File: src/rtl/sync_timing_recovery.sv
// Recovers raster position, line/frame periods and lock from active-high
// hsync/vsync that share the pixel clock domain.
module sync_timing_recovery #(
  parameter int H_DISPLAY  = 640,
  parameter int H_FRONT    = 16,
  parameter int H_SYNC     = 96,
  parameter int H_BACK     = 48,
  parameter int V_DISPLAY  = 480,
  parameter int V_BOTTOM   = 10,
  parameter int V_SYNC     = 2,
  parameter int V_TOP      = 33,
  parameter int LOCK_COUNT = 4
) (
  input  logic        clk,
  input  logic        reset,
  input  logic        hsync,
  input  logic        vsync,
  output logic [9:0]  hpos,
  output logic [9:0]  vpos,
  output logic        display_on,
  output logic [11:0] h_total,
  output logic [11:0] v_total,
  output logic        locked,
  output logic        frame_start
);

  localparam int H_TOTAL      = H_DISPLAY + H_FRONT + H_SYNC + H_BACK;
  localparam int H_MAX        = H_TOTAL - 1;
  localparam int H_SYNC_START = H_DISPLAY + H_FRONT;
  localparam int V_TOTAL      = V_DISPLAY + V_BOTTOM + V_SYNC + V_TOP;
  localparam int V_MAX        = V_TOTAL - 1;
  localparam int V_SYNC_START = V_DISPLAY + V_BOTTOM;
  localparam int H_TIMEOUT    = 2 * H_TOTAL;
  localparam int V_TIMEOUT    = 2 * V_TOTAL;

  localparam logic [9:0]  C_H_MAX     = 10'(H_MAX);
  localparam logic [9:0]  C_V_MAX     = 10'(V_MAX);
  localparam logic [9:0]  C_H_LOAD    = 10'(H_SYNC_START + 2);
  localparam logic [9:0]  C_V_LOAD    = 10'(V_SYNC_START);
  localparam logic [9:0]  C_H_DISP    = 10'(H_DISPLAY);
  localparam logic [9:0]  C_V_DISP    = 10'(V_DISPLAY);
  localparam logic [11:0] C_H_TOTAL   = 12'(H_TOTAL);
  localparam logic [11:0] C_V_TOTAL   = 12'(V_TOTAL);
  localparam logic [11:0] C_H_TIMEOUT = 12'(H_TIMEOUT);
  localparam logic [11:0] C_V_TIMEOUT = 12'(V_TIMEOUT);
  localparam logic [3:0]  C_LOCK      = 4'(LOCK_COUNT);

  logic        r_hsync_d, r_vsync_d;
  logic [9:0]  r_hpos, r_vpos;
  logic [11:0] r_hmeas, r_vmeas;
  logic [11:0] r_h_total, r_v_total;
  logic        r_h_seen, r_v_seen;
  logic [3:0]  r_hmatch, r_vmatch;

  logic        w_h_edge, w_v_edge, w_h_wrap;
  logic        w_h_timeout, w_v_timeout;
  logic        w_h_locked, w_v_locked;
  logic [3:0]  w_hmatch_next, w_vmatch_next;

  assign w_h_edge    = hsync & ~r_hsync_d;
  assign w_v_edge    = vsync & ~r_vsync_d;
  assign w_h_wrap    = (r_hpos == C_H_MAX);
  assign w_h_timeout = !w_h_edge && (r_hmeas == C_H_TIMEOUT);
  assign w_v_timeout = !w_v_edge && (r_vmeas == C_V_TIMEOUT);

  // A period off nominal restarts the run; a good one climbs to LOCK_COUNT and stays.
  assign w_hmatch_next = (r_hmeas != C_H_TOTAL) ? 4'd0 :
                         (r_hmatch >= C_LOCK)   ? C_LOCK : r_hmatch + 4'd1;
  assign w_vmatch_next = (r_vmeas != C_V_TOTAL) ? 4'd0 :
                         (r_vmatch >= C_LOCK)   ? C_LOCK : r_vmatch + 4'd1;

  // NOTE: sequential state uses non-blocking assignments only, so every
  // register sees the pre-edge values of the others regardless of statement order.
  always_ff @(posedge clk or negedge reset) begin
    if (!reset) begin
      r_hsync_d <= 1'b0;
      r_vsync_d <= 1'b0;
      r_hpos    <= '0;
      r_vpos    <= '0;
    end else begin
      r_hsync_d <= hsync;
      r_vsync_d <= vsync;

      if (w_h_edge)      r_hpos <= C_H_LOAD;
      else if (w_h_wrap) r_hpos <= '0;
      else               r_hpos <= r_hpos + 10'd1;

      if (w_v_edge)                           r_vpos <= C_V_LOAD;
      else if (w_h_wrap && r_vpos == C_V_MAX) r_vpos <= '0;
      else if (w_h_wrap)                      r_vpos <= r_vpos + 10'd1;
    end
  end

  always_ff @(posedge clk or negedge reset) begin
    if (!reset) begin
      r_hmeas   <= '0;
      r_vmeas   <= '0;
      r_h_total <= '0;
      r_v_total <= '0;
      r_h_seen  <= 1'b0;
      r_v_seen  <= 1'b0;
      r_hmatch  <= '0;
      r_vmatch  <= '0;
    end else begin
      if (w_h_edge) begin
        if (r_h_seen) begin
          r_h_total <= r_hmeas;
          r_hmatch  <= w_hmatch_next;
        end
        r_hmeas  <= 12'd1;
        r_h_seen <= 1'b1;
      end else if (r_hmeas != '1) begin
        r_hmeas <= r_hmeas + 12'd1;
      end

      // A line edge coincident with the frame edge belongs to the new frame.
      if (w_v_edge) begin
        if (r_v_seen) begin
          r_v_total <= r_vmeas;
          r_vmatch  <= w_vmatch_next;
        end
        r_vmeas  <= {11'd0, w_h_edge};
        r_v_seen <= 1'b1;
      end else if (w_h_edge && r_vmeas != '1) begin
        r_vmeas <= r_vmeas + 12'd1;
      end

      // Timeouts come last so they override any update made above.
      if (w_h_timeout) begin
        r_h_seen  <= 1'b0;
        r_hmatch  <= '0;
        r_h_total <= '0;
      end
      if (w_h_timeout || w_v_timeout) begin
        r_v_seen  <= 1'b0;
        r_vmatch  <= '0;
        r_v_total <= '0;
      end
    end
  end

  assign w_h_locked  = (r_hmatch == C_LOCK);
  assign w_v_locked  = (r_vmatch == C_LOCK);

  assign hpos        = r_hpos;
  assign vpos        = r_vpos;
  assign h_total     = r_h_total;
  assign v_total     = r_v_total;
  assign locked      = w_h_locked && w_v_locked;
  assign display_on  = locked && (r_hpos < C_H_DISP) && (r_vpos < C_V_DISP);
  assign frame_start = locked && (r_hpos == '0) && (r_vpos == '0);

endmodule

File: config.mk
export PLATFORM = sky130hd
export DESIGN_NAME = sync_timing_recovery
export DESIGN_NICKNAME = d
export VERILOG_FILES = /design/src/rtl/sync_timing_recovery.sv
export SDC_FILE = /design/constraint.sdc
export NUM_CORES = 1
export LEC_CHECK = 0
export ABC_AREA = 0
export ABC_CLOCK_PERIOD_IN_PS = 4600
export BUFFER_PORTS_ARGS = -buffer_cell sky130_fd_sc_hd__buf_2
export CORE_MARGIN = 5
export CORE_UTILIZATION = 55
export CTS_CLUSTER_DIAMETER = 150
export DETAILED_ROUTE_END_ITERATION = 12
export PLACE_DENSITY = 0.86
export SYNTH_ARGS = -nofsm -noshare
export SYNTH_HDL_FRONTEND = slang
export SYNTH_SLANG_ARGS = --single-unit
File: constraint.sdc
create_clock -name clk -period 4.6 [get_ports clk]
set_input_delay 0.92 -clock clk [delete_from_list [all_inputs] [get_ports clk]]
set_output_delay 0.92 -clock clk [all_outputs]
set_load 0.05 [all_outputs]
==> results.ini, run 1 <==
[sta]
setup_viol=0
tightest_slew_ns=0.9818
finalSetupTns_ns=0
hold_viol=0
min_period_ns=3.204
relSlewSlack_pct=34.55
timing.fmax_ghz=0.3121
skew_ns=0.005101
finalCritPeriodShare_pct=69.64
rsz0062_at_grt=false
slew_violations=0

[setup_path]
worst_r2r_path_depth=6
worstReg2RegEnd=r_vmatch[2]
cp-endpoint=display_on
worstSetupPathType=reg -> out
endpoint_kind=primary output
worstPathArrival_ns=2.28
critical_path.startpoint=r_hmatch[0]
worstPathMaxFanout=3
worstPathRequired_ns=3.68
reg2reg_setup_slack_ns=2.10
r2r_start=r_hmeas[0]
start_kind=register

[routing]
routed_via_density=6.110
wl_um=9212
wire_per_inst_um=16.36
drt_iter0_drc=187
ant_nets=0
num_vias=3440
drt-pass1-iter-count=4
drc=0

[die]
io-pin-count=51
die_area_um2=9447
dieWidth_um=97.20
fp-row-count=31
coreArea_um2=7331
start_util_pct=57.04
die_h_um=97.20

[clock_network]
clockRootBuffer=clkbuf_8
clock-sinks=80
cts_setup_buffers=0
cts_made_buffers=9
htree_levels=3
cts_tree=built
clkTransAtPathRegs_ns=0.07
clk_latency_ns=0.35
holdBufCountCts=0
clk_path_buf_depth=2
cts-resized-gates=0

[pwr]
combPwrFrac_pct=20.0
p_clk_share_pct=30.7
powerDensity_nw_per_um2=367.0
p_leak_nw=2.057
power.switching_w=0.0005698
power_w=0.001707
internal_power_w=0.001137
sw_frac_of_total_pct=33.38
pwr-share-seq_pct=49.3
ir_worst_vdd_v=0.0002964

[logic_synthesis]
synth-seq-cells=80
syn_area_um2=4182
syn_inst=418
synth_cell_types=64
synth_warnings=0
synthesis.nets=435
synth_top_area_share_pct=47.88
async_flop_share_pct=100.0
synth.area.top_cells=dfrtp_1 48%, nand2_1 4.4%, ha_1 3.9%, a22o_1 2.7%, nor2_1 2.2%
avgSynthCellArea_um2=10.00
synth_edf_count=0
synth_ff_type=dfrtp_1
synth_area_leader_cell=dfrtp_1
ys_seq_area_share_pct=47.88

[place]
dp_hpwl_um=6329
place_area_um2=4452
gp_congestion=0.8369
numPortBuffers=50

[global_route]
grt_pass1_vias=3319
grtUsageTotal_pct=20.07
grt-ovfl-total=0
antenna_found_initial=0
grt_start_max_net_pins=81
grt_pass1_wl_um=15810

[final_layout]
n_antenna_cell=0
final_area_um2=4651
syn2layout_area_growth_pct=11.22
nets=476
drive_above_1_share_pct=18.97

[run_status]
status=complete, no violations

[run]
maxCapViolations=0

[hold_path]
min_path_type=reg -> reg
hp-start=h_total[11]

[power groups by stage]
stage	Combinational, W	Clock (W)	Sequential (W)
finish	0.000342	0.000523	0.000842
global route	0.000366	0.000560	0.000854
CTS	0.000346	0.000527	0.000840
detailed placement	0.000345	0	0.000853
global placement	0.000332	0	0.000851
floorplan	0.000150	0	0.000948
[worst max-delay path, cell delays in order (launching register included)]
cell and delay [ns]:
dfrtp_1 0.39, inv_1 0.09, ha_1 0.17, nand4b_1 0.09, nor3b_1 0.64, and4_1 0.30, buf_2 0.26
[cell type report]
| class | instances | area [um2] |
|---|---|---|
| Fill cell | 585 | 2680 |
| Sequential cell | 80 | 2002 |
| Multi-Input combinational cell | 294 | 1976 |
| Timing Repair Buffer | 52 | 267.8 |
| Clock buffer | 13 | 158.9 |
| Tap cell | 99 | 123.9 |
| Inverter | 22 | 82.58 |
| Clock inverter | 3 | 40.04 |
[cells by family (layout without fill, tap and decap cells)]
logic type / Yosys count / after routing / synth area share [%]
AO/OA/AOI/OAI: 92 / 92 / 16.49
XOR/XNOR: 16 / 16 / 3.351
adder cells (fa/ha/maj): 13 / 13 / 3.890
buffers and inverters: 44 / 90 / 4.877
flip-flops: 80 / 80 / 47.88
multiplexers: 2 / 2 / 0.5087
AND/OR/NAND/NOR: 171 / 171 / 23.01
[cells in the mapped netlist, types with 3 or more instances]
cell      instances
and2_1            3
a21o_1            4
a22o_1           13
nand4b_1          4
nand2b_1          3
a21oi_2           9
nand3b_1          3
nor4b_1           5
dfrtp_1          80
nand3_1          14
xnor2_1           8
nor2_1           24
nand2_1          49
and4_1            4
nand4_1          14
and3_1            8
a211o_1           3
nor2b_1           3
xor2_1            8
ha_1             13
o211ai_1          6
o21ai_0          10
clkbuf_1         14
nor3_1           15
a211oi_1          4
a21oi_1          13
a31oi_1           6
inv_1            22
nor4_1            5
[sequential cells by signal (all words and copies together) (netlist names)]
register   cells
h_total       12
hpos          10
r_h_seen       1
r_hmatch       4
r_hmeas       12
r_hsync_d      1
r_v_seen       1
r_vmatch       4
r_vmeas       12
r_vsync_d      1
v_total       12
vpos          10
[how the worst min path moves through the flow]
stage / cells past startpoint / slack (ns) / end
5_1_grt: 1 / 0.52 / h_total[11]
3_3_place_gp: 1 / 0.49 / vpos[9]
3_5_place_dp: 1 / 0.48 / h_total[10]
4_1_cts: 1 / 0.50 / h_total[11]
2_1_floorplan: 1 / 0.48 / r_hmatch[2]
6_report: 1 / 0.50 / h_total[11]
[through the flow]
stage | utilization [%] | std cells | hold WS (ns) | setup WS (ns)
floorplan | - | 418 | 0.4753 | 1.079
finish | 63.44 | 563 | 0.5019 | 1.396
global placement | 60.73 | 547 | 0.4872 | 1.909
global route | 63.44 | 563 | 0.5205 | 1.337
detailed placement | 60.73 | 547 | 0.4806 | 1.770
CTS | 63.44 | 563 | 0.5010 | 1.439
[cell usage in the layout (no fill, tap or decap), types with 8 or more instances in the layout]
master	netlist	routed
a21oi_1	13	13
a21oi_2	9	9
a22o_1	13	13
and3_1	8	8
buf_2	2	49
clkbuf_8	0	11
dfrtp_1	80	80
ha_1	13	13
inv_1	22	22
nand2_1	49	49
nand3_1	14	14
nand4_1	14	14
nor2_1	24	24
nor3_1	15	15
o21ai_0	10	10
xnor2_1	8	8
xor2_1	8	8
[metal layers]
layer	track usage, %	up-vias	share of wire [%]
li1	-	1611	-
met1	28.88	1719	47
met2	30.63	95	47
met3	4.164	15	4.9
met4	5.940	0	1.7
met5	0	-	0
No activity file was read; power rests on OpenSTA's default activity.
==> run 2: changes to the inputs <==
--- a/config.mk
+++ b/config.mk
@@ -6,13 +6,13 @@
 export NUM_CORES = 1
 export LEC_CHECK = 0
 export ABC_AREA = 0
-export ABC_CLOCK_PERIOD_IN_PS = 4600
+export ABC_CLOCK_PERIOD_IN_PS = 2650
 export BUFFER_PORTS_ARGS = -buffer_cell sky130_fd_sc_hd__buf_2
 export CORE_MARGIN = 5
-export CORE_UTILIZATION = 55
+export CORE_UTILIZATION = 53
 export CTS_CLUSTER_DIAMETER = 150
 export DETAILED_ROUTE_END_ITERATION = 12
-export PLACE_DENSITY = 0.86
+export PLACE_DENSITY = 0.87
 export SYNTH_ARGS = -nofsm -noshare
 export SYNTH_HDL_FRONTEND = slang
 export SYNTH_SLANG_ARGS = --single-unit
==> constraint.sdc (replaced) <==
create_clock -name clk -period 2.65 [get_ports clk]
set_input_delay 0.53 -clock clk [delete_from_list [all_inputs] [get_ports clk]]
set_output_delay 0.53 -clock clk [all_outputs]
set_load 0.05 [all_outputs]
==> run 2 against run 1 <==
Against the previous run:
- non-clock buffer count is 5 higher
- sequential share of layout area is 0.44 points lower
- sequential power is 72% higher
- flip-flop and latch count stayed put
- combinational power is 75% higher
- final area is 1.0% higher
- critical path type unchanged
- largest cell class unchanged
==> results.ini, run 2 (synthesis gave the netlist of run 1 again) <==
[final_layout]
fill_cells=661  ; +13%
final_cell_mix=80 x dfrtp_1, 49 x nand2_1, 49 x buf_2, 24 x nor2_1, 22 x inv_1
final_common_cell=dfrtp_1
n_antenna_cell=0  ; unchanged
syn2layout_area_growth_pct=12.36
drive_above_1_share_pct=20.26  ; +1.3 points
nets=481  ; +1.1%

[sta]
tightest_slew_ns=0.7940  ; -0.1878 ns
slew_violations=0  ; unchanged
finalSetupTns_ns=0  ; unchanged
hold_viol=0  ; unchanged
setup_viol=0  ; unchanged
finalCritPeriodShare_pct=95.19
hold_ws_ns=0.1202  ; -0.3816 ns
timing.fmax_ghz=0.3964
min_period_ns=2.523
skew_ns=0.009583  ; +0.004481 ns
relSlewSlack_pct=46.87  ; +12 points
rsz0062_at_grt=false

[die]
io-pin-count=51  ; unchanged
coreArea_um2=7687  ; +4.9%
fp-row-count=32  ; +3.2%
die_h_um=98.83  ; +1.7%
start_util_pct=54.39  ; -2.6 points
die_area_um2=9766  ; +3.4%
dieWidth_um=98.83  ; +1.7%

[clock_network]
holdBufCountCts=0  ; unchanged
clk_latency_ns=0.36  ; about the same
clk_path_buf_depth=2  ; unchanged
clockRootBuffer=clkbuf_8
cts_made_buffers=9  ; unchanged
htree_levels=3  ; unchanged
clkTransAtPathRegs_ns=0.08  ; about the same
cts_setup_buffers=0  ; unchanged
cts-resized-gates=0  ; unchanged
cts_tree=built
clock-sinks=80  ; unchanged

[global_route]
grt_pass1_wl_um=16310  ; +3.1%
grtUsageTotal_pct=20.36  ; +0.29 points
grt-ovfl-total=0  ; unchanged
grt_use_met3_pct=5.662  ; +1.5 points
grt_use_met2_pct=33.52  ; +2.9 points
grt_pass1_vias=3426  ; +3.2%
antenna_found_initial=0  ; unchanged
grt_start_max_net_pins=47  ; -42%
grt_busiest_layer=met2
grt.met1_usage_pct=26.47  ; -2.4 points

[place]
dp_hpwl_um=6814  ; +7.7%
gp_congestion=0.9114  ; +8.9%
numPortBuffers=50  ; unchanged

[run]
maxCapViolations=0  ; unchanged

[routing]
drt-pass1-iter-count=5  ; +1
drt_iter0_drc=296  ; +58%
routed_via_density=6.096  ; -0.23%
wl_um=9481  ; +2.9%
wire_per_inst_um=16.60  ; +1.5%
ant_nets=0  ; unchanged
num_vias=3481  ; +1.2%
drc=0  ; unchanged

[setup_path]
worstReg2RegEnd=vpos[9]
worstPathArrival_ns=1.99  ; -0.29 ns
worstSetupPathType=reg -> out
worstPathMaxFanout=6  ; +3
start_kind=register
reg2reg_setup_slack_ns=0.40  ; -1.70 ns
r2r_start=hpos[5]
endpoint_kind=primary output
worst_r2r_path_depth=4  ; -2
worstPathRequired_ns=2.12  ; -1.56 ns

[hold_path]
min_path_type=in -> async

[run_status]
status=complete, no violations

[pwr]
power_w=0.002924  ; +71%
p_leak_nw=2.075  ; +0.87%
ir_worst_vdd_v=0.0003044  ; +2.7%
powerDensity_nw_per_um2=622.3  ; +70%

==> run 2: changes by cell type in the layout (fill, tap and decap cells not counted) <==
cell / previous run / this run
clkinvlp_4: 0 / 2
clkbuf_8: 11 / 9
buf_4: 3 / 7
nor3b_2: 0 / 1
nor3b_1: 2 / 1
clkbuf_1: 2 / 1
clkinv_2: 2 / 3
buf_12: 0 / 1
==> run 2: worst max-delay path by stage <==
stage,startpoint,endpoint,slack [ns],cells past startpoint
finish,vpos[7],frame_start,0.13,4
floorplan,r_vmatch[0],display_on,0.08,5
global route,vpos[7],frame_start,0.06,4
detailed placement,hpos[5],vpos[9],0.44,4
global placement,vpos[7],frame_start,0.57,4
CTS,vpos[7],frame_start,0.14,4
==> run 2: layout make-up <==
cell class	count	area (um2)	share of cell area (%)
sequential	80	2002	42.61
multi-input combinational	294	1981	42.16
timing repair buffer	57	317.8	6.764
clock buffer	10	127.6	2.716
tap	102	127.6	2.716
inverter	22	82.58	1.758
clock inverter	6	60.06	1.278
==> run 2: per-layer routing <==
metal  wire, um  share of wire [%]
met5          0                  0
met4        101                1.1
met3        725                7.6
met2       4696                 50
met1       3958                 42
==> run 2: through the flow <==
step | instances | setup slack (ns) | utilization (%) | instance area (um2)
after CTS | 571 | 0.1375 | 61.12 | 4698
after global routing | 571 | 0.05852 | 61.12 | 4698
final | 571 | 0.1274 | 61.12 | 4698
after floorplan | 418 | 0.07914 | - | 4187
after global placement | 555 | 0.5731 | 58.68 | 4511
after detailed placement | 555 | 0.4407 | 58.68 | 4511
==> run 2: critical path: stages (launching register included) <==
cell     delay (ns)
dfrtp_1        0.45
nor4_1         0.50
nand4_1        0.16
and4b_1        0.27
buf_2          0.26
==> run 2: where the power goes <==
part | switching [W] | leakage, nW | internal (W) | total (W)
Clock | 0.000441 | 0.0920 | 0.000430 | 0.000872
Sequential | 0.000136 | 1.03 | 0.00132 | 0.00145
Combinational | 0.000422 | 0.952 | 0.000177 | 0.000599
==> run 3: changes to the inputs <==
--- a/config.mk
+++ b/config.mk
@@ -13,6 +13,7 @@
 export CTS_CLUSTER_DIAMETER = 150
 export DETAILED_ROUTE_END_ITERATION = 12
 export PLACE_DENSITY = 0.87
+export RECOVER_POWER = 25
 export SYNTH_ARGS = -nofsm -noshare
 export SYNTH_HDL_FRONTEND = slang
 export SYNTH_SLANG_ARGS = --single-unit
==> run 3 against run 2 <==
Against the previous run:
- the flow now finishes with violations (max-capacitance violations, max-slew violations)
- global-route usage unchanged
- critical endpoint unchanged
- non-clock buffer count unchanged
- final area down 0.13%
- count of clock-buffer cells in the layout unchanged
- critical path type unchanged
- flip-flop and latch count unchanged
- first-iteration DRC count unchanged
- maximum frequency down 1.9%
- core utilization down 0.081 points
- hold slack better by 0.22 ns
- combinational power about the same
- register-to-register slack about the same
- via count up 0.20%
- largest power group unchanged
==> results.ini, run 3 (synthesis gave the netlist of run 1 again) <==
[run_status]
status=finished with violations
violations=max-capacitance violations, max-slew violations

[final_layout]
final_cell_mix=80 x dfrtp_1, 49 x nand2_1, 47 x buf_2, 24 x nor2_1, 22 x inv_1
nets=481  ; unchanged
fin_util_pct=61.04  ; -0.081 points
final_common_cell=dfrtp_1
final_area_um2=4692  ; -0.13%
syn2layout_area_growth_pct=12.21
n_antenna_cell=0  ; unchanged
drive_above_1_share_pct=19.62  ; -0.64 points

[routing]
drt_iter0_drc=296  ; unchanged
wl_um=9485  ; about the same
wire_per_inst_um=16.61  ; about the same
drc=0  ; unchanged
routed_via_density=6.109  ; +0.20%
num_vias=3488  ; +0.20%
ant_nets=0  ; unchanged
drt-pass1-iter-count=4  ; -1

[place]
gp_congestion=0.9114  ; unchanged
place_area_um2=4511  ; unchanged
dp_hpwl_um=6814  ; unchanged
numPortBuffers=50  ; unchanged

[pwr]
powerDensity_nw_per_um2=622.9  ; +0.10%
p_leak_nw=2.066  ; -0.44%
ir_worst_vdd_v=0.0003044  ; about the same
power_w=0.002923  ; about the same

[setup_path]
worstPathMaxFanout=6  ; unchanged
cp_slowest_cell=nor4_1
worstPathRequired_ns=2.12  ; about the same
start_kind=register
endpoint_kind=primary output
worstPathArrival_ns=2.04  ; +0.05 ns
path_cells=nor4_1, nand4_1, and4b_1, buf_2
worstSetupPathType=reg -> out
max_stage_delay_ns=0.54  ; +0.04 ns

[global_route]
antenna_found_initial=0  ; unchanged
grt_use_met3_pct=5.662  ; unchanged
grt_busiest_layer=met2
grt_pass1_vias=3426  ; unchanged
grt-ovfl-total=0  ; unchanged
grt_use_met2_pct=33.52  ; unchanged
grt_pass1_wl_um=16310  ; unchanged
grt_start_max_net_pins=47  ; unchanged
grtUsageTotal_pct=20.36  ; unchanged
grt.met1_usage_pct=26.47  ; unchanged

[die]
fp-row-count=32  ; unchanged
io-pin-count=51  ; unchanged
die_h_um=98.83  ; unchanged
die_area_um2=9766  ; unchanged
dieWidth_um=98.83  ; unchanged
coreArea_um2=7687  ; unchanged
start_util_pct=54.39  ; unchanged

[clock_network]
htree_levels=3  ; unchanged
clkTransAtPathRegs_ns=0.08  ; about the same
clockRootBuffer=clkbuf_8
holdBufCountCts=0  ; unchanged
clock-sinks=80  ; unchanged
cts_tree=built
clk_path_buf_depth=2  ; unchanged
cts-resized-gates=0  ; unchanged
cts_made_buffers=9  ; unchanged
clk_latency_ns=0.36  ; about the same
cts_setup_buffers=0  ; unchanged

[sta]
setup_viol=0  ; unchanged
skew_ns=0.009272  ; -0.0003104 ns
slew_violations=35  ; +35
finalCritPeriodShare_pct=97.04  ; +1.8 points
min_period_ns=2.572  ; +0.04896 ns
relSlewSlack_pct=-28.19  ; -75 points
finalSetupTns_ns=0  ; unchanged
rsz0062_at_grt=false
tightest_slew_ns=1.923  ; +1.129 ns
hold_viol=0  ; unchanged
timing.fmax_ghz=0.3889  ; -1.9%

[run]
maxCapViolations=1  ; +1

[hold_path]
min_path_type=in -> reg

[run 3: cell count changes in the layout (fill, tap and decap cells not counted)]
cell / delta
clkbuf_1: +3
buf_4: -1
buf_2: -2
[run 3: final timing paths]
check | startpoint | end | slack, ns | depth (start not counted)
max in group asynchronous | reset | v_total[6] | 0.84 | 1
setup reg to reg | hpos[5] | vpos[9] | 0.40 | 4
hold / removal | vsync | r_vsync_d | 0.34 | 1
min in group asynchronous | reset | h_total[8] | 0.70 | 1
hold reg to reg | h_total[3] | h_total[3] | 0.50 | 1
setup / recovery | vpos[7] | frame_start | 0.08 | 4
[run 3: power breakdown]
group / switching [W] / internal (W)
clock network: 0.000442 / 0.000430
registers: 0.000136 / 0.00132
logic: 0.000422 / 0.000176
total: 0.00100 / 0.00192
[run 3: worst max-delay path, delay by kind of cell, from the launching register on]
kind	cells	cell delay (ns)
flip-flops	1	0.45
buffers and inverters	1	0.26
AND/OR/NAND/NOR	3	0.97
[run 3: stage by stage]
stage / hold WS (ns) / setup slack, ns / cells
5_1_grt: 0.3302 / 0.05852 / 571
4_1_cts: 0.1197 / 0.1375 / 571
3_3_place_gp: 0.4855 / 0.5731 / 555
6_report: 0.3427 / 0.07842 / 571
2_1_floorplan: 0.2344 / 0.07914 / 418
3_5_place_dp: 0.4850 / 0.4407 / 555
[run 3: metal layers]
layer,share of wire [%],vias to the layer above
met1,42,1730
met4,0.96,0
met3,6.9,12
li1,-,1619
met2,50,127
met5,0,-
[run 3: cell type report]
class / instances / area, um2
fill: 664 / 2995
sequential: 80 / 2002
multi-input combinational: 294 / 1981
timing repair buffer: 57 / 311.5
clock buffer: 10 / 127.6
tap: 102 / 127.6
inverter: 22 / 82.58
clock inverter: 6 / 60.06
